<file path="src/rtl/cpu_step_controller.sv">
// Run/single-step controller: converts rising edges of the divided slow clock into
// one-cycle processor clock enables, gated by run/step mode, a debounced step button and halt.
module cpu_step_controller #(
    parameter int DEBOUNCE_COUNT = 50000,
    parameter int COUNT_WIDTH    = 32
) (
    input  logic                   Fast_Clock,
    input  logic                   Reset,
    input  logic                   Slow_Clock,
    input  logic                   Run_Mode,
    input  logic                   Step_Button,
    input  logic                   Halt,
    output logic                   Cpu_Tick,
    output logic                   Halted,
    output logic [COUNT_WIDTH-1:0] Cycle_Count
);

    localparam int DBW = $clog2(DEBOUNCE_COUNT);

    typedef enum logic [1:0] {
        S_STEP = 2'd0,
        S_RUN  = 2'd1,
        S_HALT = 2'd2
    } state_t;

    logic                   r_run_meta, r_run_s;
    logic                   r_btn_meta, r_btn_s;
    logic                   r_btn_d, r_btn_d_q;
    logic [DBW-1:0]         r_db_cnt;
    logic                   r_slow_prev;
    state_t                 r_state;
    logic                   r_pending;
    logic                   r_tick;
    logic                   r_halted;
    logic [COUNT_WIDTH-1:0] r_count;

    state_t                 w_state_next;
    logic                   w_pending_next;
    logic                   w_tick;
    logic                   w_press;
    logic                   w_slow_edge;

    assign w_press     = r_btn_d & ~r_btn_d_q;
    assign w_slow_edge = Slow_Clock & ~r_slow_prev;

    always_ff @(posedge Fast_Clock) begin
        if (Reset) begin
            r_run_meta  <= 1'b0;
            r_run_s     <= 1'b0;
            r_btn_meta  <= 1'b0;
            r_btn_s     <= 1'b0;
            r_btn_d     <= 1'b0;
            r_btn_d_q   <= 1'b0;
            r_db_cnt    <= '0;
            r_slow_prev <= 1'b1;
        end else begin
            r_run_meta  <= Run_Mode;
            r_run_s     <= r_run_meta;
            r_btn_meta  <= Step_Button;
            r_btn_s     <= r_btn_meta;
            r_btn_d_q   <= r_btn_d;
            r_slow_prev <= Slow_Clock;
            // Accept a new level only after DEBOUNCE_COUNT consecutive differing samples.
            if (r_btn_s == r_btn_d) begin
                r_db_cnt <= '0;
            end else if (r_db_cnt == DBW'(DEBOUNCE_COUNT - 1)) begin
                r_btn_d  <= r_btn_s;
                r_db_cnt <= '0;
            end else begin
                r_db_cnt <= r_db_cnt + 1'b1;
            end
        end
    end

    always_comb begin
        w_state_next   = r_state;
        w_pending_next = r_pending;
        w_tick         = 1'b0;
        case (r_state)
            S_STEP: begin
                if (Halt) begin
                    w_state_next   = S_HALT;
                    w_pending_next = 1'b0;
                end else begin
                    if (w_slow_edge && r_pending) begin
                        w_tick         = 1'b1;
                        w_pending_next = 1'b0;
                    end else if (w_press) begin
                        w_pending_next = 1'b1;
                    end
                    if (r_run_s) begin
                        w_state_next   = S_RUN;
                        w_pending_next = 1'b0;
                    end
                end
            end
            S_RUN: begin
                if (Halt) begin
                    w_state_next = S_HALT;
                end else begin
                    w_tick = w_slow_edge;
                    if (!r_run_s) begin
                        w_state_next   = S_STEP;
                        w_pending_next = 1'b0;
                    end
                end
            end
            S_HALT: begin
                // The releasing press is consumed here and never becomes a pending step.
                if (!Halt && w_press) begin
                    w_state_next   = r_run_s ? S_RUN : S_STEP;
                    w_pending_next = 1'b0;
                end
            end
            default: begin
                w_state_next   = S_STEP;
                w_pending_next = 1'b0;
            end
        endcase
    end

    always_ff @(posedge Fast_Clock) begin
        if (Reset) begin
            r_state   <= S_STEP;
            r_pending <= 1'b0;
            r_tick    <= 1'b0;
            r_halted  <= 1'b0;
            r_count   <= '0;
        end else begin
            r_state   <= w_state_next;
            r_pending <= w_pending_next;
            r_tick    <= w_tick;
            r_halted  <= (w_state_next == S_HALT);
            if (w_tick) begin
                r_count <= r_count + {{(COUNT_WIDTH-1){1'b0}}, 1'b1};
            end
        end
    end

    assign Cpu_Tick    = r_tick;
    assign Halted      = r_halted;
    assign Cycle_Count = r_count;

endmodule

</file>
<file path="config.mk">
export PLATFORM = sky130hd
export DESIGN_NAME = cpu_step_controller
export DESIGN_NICKNAME = d
export VERILOG_FILES = /design/src/rtl/cpu_step_controller.sv
export SDC_FILE = /design/constraint.sdc
export NUM_CORES = 1
export LEC_CHECK = 0
export ABC_AREA = 1
export CORE_MARGIN = 4
export CORE_UTILIZATION = 50
export CTS_CLUSTER_SIZE = 40
export DETAILED_ROUTE_END_ITERATION = 8
export PLACE_DENSITY = 0.75
export SLEW_MARGIN = 15
export SYNTH_ARGS = -nofsm -noshare
export SYNTH_HDL_FRONTEND = slang
export SYNTH_SLANG_ARGS = --single-unit
</file>
<file path="constraint.sdc">
create_clock -name Fast_Clock -period 3.55 [get_ports Fast_Clock]
set_input_delay 0.5325 -clock Fast_Clock [delete_from_list [all_inputs] [get_ports Fast_Clock]]
set_output_delay 0.5325 -clock Fast_Clock [all_outputs]
set_load 0.1 [all_outputs]
</file>
# After elaboration in Yosys (flattened, before gate mapping)
# Index checks and enable logic that the tools add are counted.
# Widths: inputs -> output; s select.
[word_totals]
regBits = 60
input_bits = 6
elab_cells = 55
[classes]
n_addsub = 2
eq_ne = 9
mux = 19
bitwise = 5
n_reduce_logical = 7
[op_table]
columns = ["op", "n"]
rows = [
  ["$add 32x1->32 const B", 1],
  ["$add 16x1->16 const B", 1],
  ["$eq 16x16->1 const B", 1],
  ["$mux 1", 11],
  ["$mux 2", 5],
  ["$ne 2x2->1 const B", 3],
  ["$pmux 2 s3", 1],
  ["$ne 5x5->1 const B", 1],
  ["$eq 2x2->1 const B", 2],
  ["$reduce_and 4->1", 1],
  ["$not 1->1", 3],
  ["$pmux 1 s3", 1],
  ["$reduce_or 3->1", 1],
  ["$and 1x1->1", 2],
  ["$eq 2x1->1 const B", 1],
  ["$logic_and 1x1->1", 2],
  ["$logic_not 2->1", 1],
  ["$pmux 1 s2", 1],
  ["$reduce_and 2->1", 1],
  ["$eq 1x1->1", 1],
  ["$logic_not 1->1", 1],
]

# Logic depth before layout (Yosys ltp)
# Gate-level depths: netlist of run 1.
[logic_depth]
ltp_word = 7
ltp_mapped = 10

# Least setup slack after synthesis of run 1
# No wires, ideal clock.
[synth_path]
kind = "register to register"
from = "register r_count[1] (netlist: Cycle_Count[1])"
to = "register r_count[10] (netlist: Cycle_Count[10])"
arrival_ps = 2104
setup_slack_ps = 1324
path_stages_with_launch = 9
path_buffers = 0
synth_period_minus_slack_ps = 2226
path_cell_list = "dfxtp_1 ha_1 nand2_1 nor2_2 nand2_1 nor2_4 nand2_2 o21ai_0 a21oi_1"
[synth_between]
elab_chain_cells = 1
[synth_lines]
columns = ["element", "line_no", "source"]
rows = [
  ["start: declaration", "35", "logic [COUNT_WIDTH-1:0] r_count;"],
  ["start signal: assignment", "135", "r_count <= r_count + {{(COUNT_WIDTH-1){1'b0}}, 1'b1};"],
  ["$add 32x1->32", "135", ""],
]
# No other way between the ends.
# A chain may end at the register's enable or synchronous reset.

# Worst setup path after layout of run 1
[layout_path]
from = "register r_count[3] (netlist: Cycle_Count[3])"
to = "output port Cycle_Count[3]"
[layout_rtl]
columns = ["element", "line_no", "source"]
rows = [
  ["end: declaration", "15", "output logic [COUNT_WIDTH-1:0] Cycle_Count"],
]
# No word-level cell between the ends.

==> results of run 1 <==
[state kept, by name, summed over array words and instances (netlist names)]
name and count:
Halted 1, r_btn_s 1, r_btn_d_q 1, r_state 2, Cpu_Tick 1, r_db_cnt 16
r_run_s 1, Cycle_Count 32, r_btn_d 1, r_btn_meta 1, r_run_meta 1, r_slow_prev 1
r_pending 1
[worst max path at each step]
stage	startpoint	to	slack [ns]	cells after the start
4_1_cts	Cycle_Count[3]	Cycle_Count[3]	1.03	1
2_1_floorplan	Cycle_Count[1]	Cycle_Count[10]	1.32	8
6_report	Cycle_Count[3]	Cycle_Count[3]	1.05	1
3_3_place_gp	Slow_Clock	Cycle_Count[26]	1.39	8
3_5_place_dp	Slow_Clock	Cycle_Count[24]	1.35	8
5_1_grt	Cycle_Count[3]	Cycle_Count[3]	0.99	1
[through the flow]
step | hold WS, ns | utilization (%)
floorplan | 0.388 | -
global placement | 0.398 | 60.3
detailed placement | 0.399 | 60.3
CTS | 0.409 | 63.6
global route | 0.431 | 63.6
finish | 0.405 | 63.6
[synth_stat cells]
cell	count	area [µm²]
xor2_1	4	35.0
buf_6	1	11.3
nand2_4	2	22.5
ha_1	2	25.0
a211oi_1	1	7.51
nor2_2	8	50.1
clkbuf_1	3	11.3
and2_1	1	6.26
nor2_1	80	300
clkinv_1	2	7.51
xnor2_1	3	26.3
inv_1	75	282
nand2_1	107	402
nand3_1	34	170
nand4_2	1	12.5
o21ai_2	1	8.76
nand3_2	3	30.0
or2_2	2	12.5
o21bai_2	3	33.8
dfxtp_1	60	1200
buf_4	1	7.51
nand2_2	6	37.5
nand4_1	16	100
inv_2	2	7.51
buf_2	1	5.00
nor3_1	14	70.1
a21oi_1	20	100
nand3_4	1	17.5
nor2_8	1	20.0
nor3_2	2	20.0
nor2_4	7	78.8
o211ai_1	1	7.51
o21ai_0	8	40.0
[logic make-up after synthesis]
kind of cell | share of synthesized area, %
DFF | 37.9
xor gates and xnor gates | 1.94
adders and majority gates | 0.790
and+or+nand+nor | 42.6
buffers and inverters | 10.5
AOI/OAI and AO/OA | 6.24
[power by group]
| group | internal, µW | switching (µW) | leakage (µW) |
|---|---|---|---|
| sequential | 678 | 3.73 | 0.000485 |
| clock | 360 | 273 | 0.000102 |
| combinational | 15.2 | 29.1 | 0.000943 |
[layout make-up]
| class | count | area share (%) |
|---|---|---|
| tap | 75 | 2.45 |
| clock inverter | 4 | 1.24 |
| clock buffer | 12 | 4.05 |
| multi-input combinational | 328 | 42.6 |
| inverter | 79 | 7.73 |
| sequential | 60 | 31.3 |
| timing repair buffer | 41 | 10.6 |
[metal layers]
layer | up-vias | global-route usage [%]
met5 | - | 0
met4 | 0 | 7.39
met3 | 11 | 5.17
met2 | 80 | 31.8
met1 | 1350 | 28.2
li1 | 1566 | -
==> results.py, run 1 <==
metrics = {
    "status": {
        "status": "completed",
    },
    "sta": {
        "rsz0062_at_grt": "no",
        "slew_headroom_pct": 34.2,
        "clock_skew_ns": 0.00527,
        "hold_violations": 0,
        "worst_pin_slew_ns": 0.984,
        "post-route-period-util_pct": 70.4,
        "fmax_mhz": 400,
        "fin_ws_ns": 1.05,
        "min_period_ns": 2.50,
        "setup_violations": 0,
        "timing.setup.tns_ns": 0,
        "drv_slew": 0,
    },
    "setup_path": {
        "reg2reg_slack_ns": 1.94,
        "end_kind": "output port",
        "cpLargestDelayFamily": "buffers and inverters",
        "critical_path.max_stage_delay_ns": 1.18,
        "crit_path_start_kind": "flip-flop",
        "worstSetupPathType": "flip-flop to output port",
        "worstReg2RegStart": "Cycle_Count[1]",
        "slowest_stage": "clkdlybuf4s50_1",
        "critPathArrivalTime_ns": 1.97,
        "r2r_cells": 8,
        "cp_max_fo": 6,
        "worst-path-buf-inv": 1,
        "worstPathRequired_ns": 3.02,
        "r2r_end": "Cycle_Count[10]",
        "crit_chain": "clkdlybuf4s50_1",
    },
    "place": {
        "hpwl_um": 5430,
        "post_dp_cell_area_um2": 3630,
        "place_ws_ns": 1.35,
        "place_inst": 583,
        "port_buffers": 39,
        "gp_congestion": 0.863,
    },
    "min_path": {
        "hold_end": "r_run_s",
        "min_path_cells": 2,
        "min_path_type": "flip-flop to flip-flop",
        "hp-start": "r_run_meta",
    },
    "global_routing": {
        "antenna_found_initial": 0,
        "grt_max_degree": 24,
        "grt_pass1_wl_um": 12700,
        "grt_overflow": 0,
        "grt_pass1_vias": 2786,
        "track_usage_pct": 20.7,
    },
    "yosys": {
        "syn-cell-area_um2": 3170,
        "ys_warn_count": 0,
        "syn_area_per_cell_um2": 6.70,
        "ys_types": 33,
        "synthesis.nets": 481,
        "ys_seq_area_share_pct": 37.9,
        "ys_seq_elements": 60,
        "synthCells": 473,
    },
    "cells_and_area": {
        "final_common_cell": "nand2_1",
        "area_growth_pct": 21.1,
        "fillers": 551,
        "diodes": 0,
        "finalNonFillerCells": 599,
        "final_area_um2": 3830,
        "layout_common_cells": "107 x nand2_1, 80 x nor2_1, 75 x inv_1",
        "multiInputGateArea_um2": 1630,
        "regArea_um2": 1200,
        "drive_above_1_share_pct": 10.7,
        "nets": 527,
    },
    "flow_run": {
        "maxCapViolCount": 0,
    },
    "die": {
        "core_area_um2": 6030,
        "num_io_pins": 40,
        "start_util_pct": 52.6,
        "die_x_um": 87.6,
        "rows": 28,
        "die_h_um": 87.6,
        "die_area_um2": 7670,
    },
    "drt": {
        "routed_wl_um": 7370,
        "route.met3.wl_um": 415,
        "wl_per_cell_um": 12.3,
        "met1_length_um": 3510,
        "route.detailed.drc": 0,
        "viasPerCell": 5.02,
        "routed.top_layer": "met4",
        "wl_met2_um": 3330,
        "dr.pass1.iters": 5,
        "dr_total_vias": 3007,
        "ant_nets": 0,
        "drtIter0Drc": 150,
    },
    "clock_network": {
        "cts_root_buf": "clkbuf_8",
        "clock_latency_ns": 0.34,
        "htreeDepth": 3,
        "cts.reportedPaths.clkPinSlew_ns": 0.07,
        "cts-resized-gates": 0,
        "clock_sinks": 60,
        "clockBufferDepth": 2,
        "cts_tree": "built",
        "post-cts-setup-buffers": 0,
        "cts_hold_buf": 0,
        "numCtsBuffers": 9,
    },
    "power": {
        "p_total_uw": 1360,
        "ir_worst_vdd_uv": 206,
        "powerDensity_nw_per_um2": 355,
        "leakagePower_uw": 0.00153,
    },
}
Power figures use the tool's default switching activity.
==> run 2: changes to the inputs <==
- clock period: 3.55 -> 2.45 ns (I/O delays scaled with it)
==> results.py, run 2 (synthesis gave the netlist of run 1 again) <==
metrics = {
    "setup_path": {
        "worst-path-buf-inv": 2,
        "critPathArrivalTime_ns": 1.93,
        "r2r_cells": 8,
        "end_kind": "flip-flop",
        "r2r_end": "Cycle_Count[10]",
        "critical_path.max_stage_delay_ns": 0.48,
        "reg2reg_slack_ns": 0.81,
        "slowest_stage": "clkdlybuf4s50_1",
        "cp_max_fo": 13,
        "worstSetupPathType": "input port to flip-flop",
        "worstPathRequired_ns": 2.68,
        "cpLargestDelayFamily": "simple AND/OR/NAND/NOR gates",
        "crit_path_start_kind": "input port",
        "crit_chain": "clkdlybuf4s50_1, inv_1, nor2_4, nand3_4, nor2_2, nand3_1, nor3_1, nor2_1",
        "worstReg2RegStart": "Cycle_Count[1]",
    },
    "sta": {
        "clock_skew_ns": 0.00694,
        "post-route-period-util_pct": 69.7,
        "rsz0062_at_grt": "no",
        "hold_violations": 0,
        "min_period_ns": 1.71,
        "timing.setup.tns_ns": 0,
        "fmax_mhz": 585,
        "fin_ws_ns": 0.742,
        "setup_violations": 0,
        "slew_headroom_pct": 78.7,
        "drv_slew": 0,
        "worst_pin_slew_ns": 0.317,
    },
    "status": {
        "status": "completed",
    },
    "drt": {
        "dr_total_vias": 2976,
        "ant_nets": 0,
        "viasPerCell": 4.98,
        "route.detailed.drc": 0,
        "drtIter0Drc": 156,
        "wl_per_cell_um": 11.8,
        "dr.pass1.iters": 5,
        "routed_wl_um": 7030,
    },
    "power": {
        "ir_worst_vdd_uv": 509,
        "powerDensity_nw_per_um2": 510,
        "leakagePower_uw": 0.00159,
    },
    "cells_and_area": {
        "layout_common_cells": "107 x nand2_1, 80 x nor2_1, 75 x inv_1",
        "final_common_cell": "nand2_1",
        "nets": 527,
        "fillers": 580,
        "drive_above_1_share_pct": 16.6,
        "regArea_um2": 1200,
        "diodes": 0,
        "area_growth_pct": 17.8,
        "multiInputGateArea_um2": 1630,
        "largest_reg_flops": 32,
    },
    "global_routing": {
        "grt_pass1_wl_um": 12400,
        "grt_overflow": 0,
        "grt_max_degree": 23,
        "grt_pass1_vias": 2838,
        "antenna_found_initial": 0,
        "track_usage_pct": 20.2,
    },
    "min_path": {
        "hold_end": "r_run_s",
        "min_path_cells": 2,
        "min_path_type": "flip-flop to flip-flop",
        "hp-start": "r_run_meta",
    },
    "clock_network": {
        "cts_tree": "built",
        "htreeDepth": 3,
        "clockBufferDepth": 2,
        "numCtsBuffers": 9,
        "post-cts-setup-buffers": 0,
        "cts_hold_buf": 0,
        "cts_root_buf": "clkbuf_8",
        "cts.reportedPaths.clkPinSlew_ns": 0.06,
        "clock_latency_ns": 0.33,
        "cts-resized-gates": 0,
        "clock_sinks": 60,
    },
    "die": {
        "die_x_um": 87.6,
        "num_io_pins": 40,
        "rows": 28,
        "core_area_um2": 6030,
        "die_area_um2": 7670,
        "die_h_um": 87.6,
        "start_util_pct": 52.6,
    },
    "place": {
        "place_ws_ns": 0.389,
        "gp_congestion": 0.839,
        "hpwl_um": 5300,
        "port_buffers": 39,
    },
    "flow_run": {
        "maxCapViolCount": 0,
    },
}
## run 2: changes by cell type in the layout (fill, tap and decap cells not counted)
cell	change
buf_4	+34
clkdlybuf4s50_1	-34
clkbuf_8	-1
clkinv_2	-1
clkbuf_1	+2
clkinvlp_4	-1
## run 2: worst reg2reg max path: stages, from the launching register on
cell	delay [ns]
dfxtp_1	0.39
ha_1	0.22
nand2_1	0.13
nor2_2	0.16
nand2_1	0.13
nor2_4	0.20
nand2_2	0.10
o21ai_0	0.16
a21oi_1	0.05
## run 2: worst max-delay path by stage
stage,start,to,slack (ns),depth (start not counted)
floorplan,Cycle_Count[1],Cycle_Count[10],0.22,8
global placement,Slow_Clock,Cycle_Count[26],0.44,8
detailed placement,Slow_Clock,Cycle_Count[24],0.39,8
CTS,Slow_Clock,Cycle_Count[26],0.74,8
global route,Slow_Clock,Cycle_Count[26],0.55,8
finish,Slow_Clock,Cycle_Count[26],0.74,8
## run 2: metrics by stage
step | power [µW] | util [%] | cell area, µm² | hold slack, ns | cells
after floorplan | 1050 | - | 3170 | 0.388 | 473
after global placement | 1070 | 58.8 | 3550 | 0.395 | 583
after detailed placement | 1070 | 58.8 | 3550 | 0.404 | 583
after CTS | 1920 | 61.9 | 3730 | 0.416 | 598
after global routing | 1980 | 61.9 | 3730 | 0.440 | 598
final | 1900 | 61.9 | 3730 | 0.411 | 598
## run 2: area by class of cell
type	instances	area share [%]
multi-input cells	328	43.8
flip-flops and latches	60	32.2
repair buffers	41	8.59
inverters	79	7.95
clock buffers	13	3.99
well taps	75	2.52
clock inverters	2	0.939
## run 2: report_power, final
| part | internal (µW) | switching, µW | total, µW | leakage [µW] |
|---|---|---|---|---|
| combinational | 21.5 | 42.3 | 63.8 | 0.00101 |
| sequential | 983 | 5.44 | 989 | 0.000485 |
| clock | 491 | 359 | 851 | 0.0000935 |
| total | 1500 | 407 | 1900 | 0.00159 |
## run 2: layer usage
layer | track usage, % | wire, µm | vias to the layer above
li1 | - | - | 1569
met1 | 24.5 | 3220 | 1341
met2 | 34.0 | 3350 | 57
met3 | 6.30 | 366 | 9
met4 | 6.28 | 90 | 0
met5 | 0 | 0 | -
==> run 3: changes to the inputs <==
- PLACE_DENSITY: 0.75 -> 0.78
- clock period: 2.45 -> 1.4 ns (I/O delays scaled with it)
==> results.py, run 3 (synthesis gave the netlist of run 1 again) <==
metrics = {
    "status": {
        "status": "complete, but fails checks",
        "violations": "setup timing",
    },
    "cells_and_area": {
        "final_util_pct": 81.1,
        "diodes": 0,
        "drive_above_1_share_pct": 37.0,
        "finalNonFillerCells": 632,
        "area_growth_pct": 54.4,
        "largest_reg_flops": 32,
        "nets": 560,
        "final_common_cell": "nand2_1",
        "layout_common_cells": "97 x nand2_1, 72 x inv_1, 70 x nor2_1",
    },
    "sta": {
        "fmax_mhz": 693,
        "drv_slew": 0,
        "slew_headroom_pct": 76.6,
        "hold_violations": 0,
        "fin_ws_ns": -0.0428,
        "worst_pin_slew_ns": 0.348,
        "min_period_ns": 1.44,
        "setup_violations": 1,
        "post-route-period-util_pct": 103,
        "rsz0062_at_grt": "yes",
        "clock_skew_ns": 0.0135,
        "timing.setup.tns_ns": -0.0428,
    },
    "drt": {
        "route.detailed.drc": 0,
        "ant_nets": 0,
        "dr.pass1.iters": 5,
        "wl_per_cell_um": 14.5,
        "route.met3.wl_um": 488,
        "drtIter0Drc": 230,
        "dr_total_vias": 3346,
        "routed_wl_um": 9170,
        "wl_met2_um": 4840,
        "routed.top_layer": "met4",
        "viasPerCell": 5.29,
        "met1_length_um": 3540,
    },
    "setup_path": {
        "end_kind": "flip-flop",
        "r2r_cells": 8,
        "worstReg2RegStart": "Cycle_Count[0]",
        "reg2reg_slack_ns": -0.04,
        "worstSetupPathType": "flip-flop to flip-flop",
        "r2r_end": "Cycle_Count[20]",
        "crit_path_start_kind": "flip-flop",
        "critPathArrivalTime_ns": 1.69,
        "worstPathRequired_ns": 1.65,
        "cp_max_fo": 4,
        "startpoint": "Cycle_Count[0]",
    },
    "place": {
        "place_inst": 610,
        "port_buffers": 39,
        "place_ws_ns": -0.374,
        "gp_congestion": 0.913,
        "hpwl_um": 6350,
    },
    "clock_network": {
        "htreeDepth": 3,
        "cts_hold_buf": 0,
        "clockBufferDepth": 2,
        "clock_sinks": 60,
        "clock_latency_ns": 0.36,
        "numCtsBuffers": 9,
        "cts.reportedPaths.clkPinSlew_ns": 0.08,
        "cts_tree": "built",
        "cts_root_buf": "clkbuf_8",
    },
    "die": {
        "die_h_um": 87.6,
        "rows": 28,
        "start_util_pct": 52.6,
        "die_area_um2": 7670,
        "num_io_pins": 40,
        "core_area_um2": 6030,
        "die_x_um": 87.6,
    },
    "power": {
        "pwr-share-comb_pct": 4.2,
        "internal_power_uw": 2740,
        "leakagePower_uw": 0.00205,
        "ir_worst_vdd_uv": 783,
        "power.switching_uw": 848,
        "powerDensity_nw_per_um2": 734,
        "switching_share_pct": 23.6,
        "power.share.sequential_pct": 46.5,
        "p_total_uw": 3590,
        "clkPwrFrac_pct": 49.3,
    },
    "global_routing": {
        "grt_max_degree": 23,
        "antenna_found_initial": 0,
        "grt_overflow": 0,
        "track_usage_pct": 23.6,
        "grt_pass1_vias": 3251,
        "grt_pass1_wl_um": 14200,
    },
    "min_path": {
        "hp-start": "Slow_Clock",
        "hold_end": "r_slow_prev",
        "min_path_cells": 3,
        "min_path_type": "input port to flip-flop",
    },
    "flow_run": {
        "maxCapViolCount": 0,
    },
}
## run 3: cell types whose count changed in the layout (fill, tap and decap cells not counted), moves of 6 or more
cell	previous run	this run
nand2_1	107	97
nand3_1	34	25
nand3_2	3	9
nor3_1	14	8
dfxtp_4	0	31
buf_12	0	36
nor2_4	7	15
nand2_2	6	12
buf_4	36	30
dfxtp_2	0	9
nor2_1	80	70
dfxtp_1	60	20
## run 3: worst max-delay path, stage by stage, from the launching register on
cell	delay [ns]
dfxtp_4	0.37
ha_4	0.16
nand2_4	0.06
nor2_4	0.12
nand3_2	0.11
nor2_4	0.21
nand4_1	0.14
nand2_1	0.12
nor2_1	0.04
## run 3: how the worst max path moves through the flow
stage,to,slack [ns]
CTS,Cycle_Count[14],0.003
global route,Cycle_Count[20],-0.09
global placement,Cycle_Count[14],-0.33
finish,Cycle_Count[20],-0.04
detailed placement,Cycle_Count[14],-0.37
floorplan,Cycle_Count[14],-0.11
## run 3: timing repair
item                       4_1_cts  5_1_grt
gates cloned                     0        1
gates resized for setup         13       44
setup endpoints to repair       20       42
setup buffers                    0        5
pin swaps                        7       12
## run 3: power by group through the flow
| stage | Clock (µW) | Sequential (µW) | Combinational [µW] |
|---|---|---|---|
| 6_report | 1770 | 1670 | 150 |
| 5_1_grt | 1860 | 1670 | 162 |
| 4_1_cts | 1770 | 1670 | 140 |
| 3_5_place_dp | 0 | 1710 | 140 |
| 3_3_place_gp | 0 | 1710 | 137 |
| 2_1_floorplan | 0 | 1730 | 57.5 |
## run 3: stage by stage
step | cell area, µm² | hold WS, ns
floorplan | 3360 | 0.279
global placement | 4390 | 0.389
detailed placement | 4390 | 0.402
CTS | 4670 | 0.383
global route | 4890 | 0.134
finish | 4890 | 0.116
## run 3: metal layers
metal / global-route usage [%] / up-vias
li1: - / 1639
met3: 4.14 / 31
met4: 12.6 / 0
met5: 0 / -
met2: 42.9 / 137
met1: 25.8 / 1539
## run 3: layout make-up
class                      count  area [µm²]
inverter                      79         299
clock buffer                  13         213
multi-input combinational    328        1890
timing repair buffer          74        1050
clock inverter                 3        20.0
sequential                    60        1330
tap                           75        93.8
fill                         368        1140
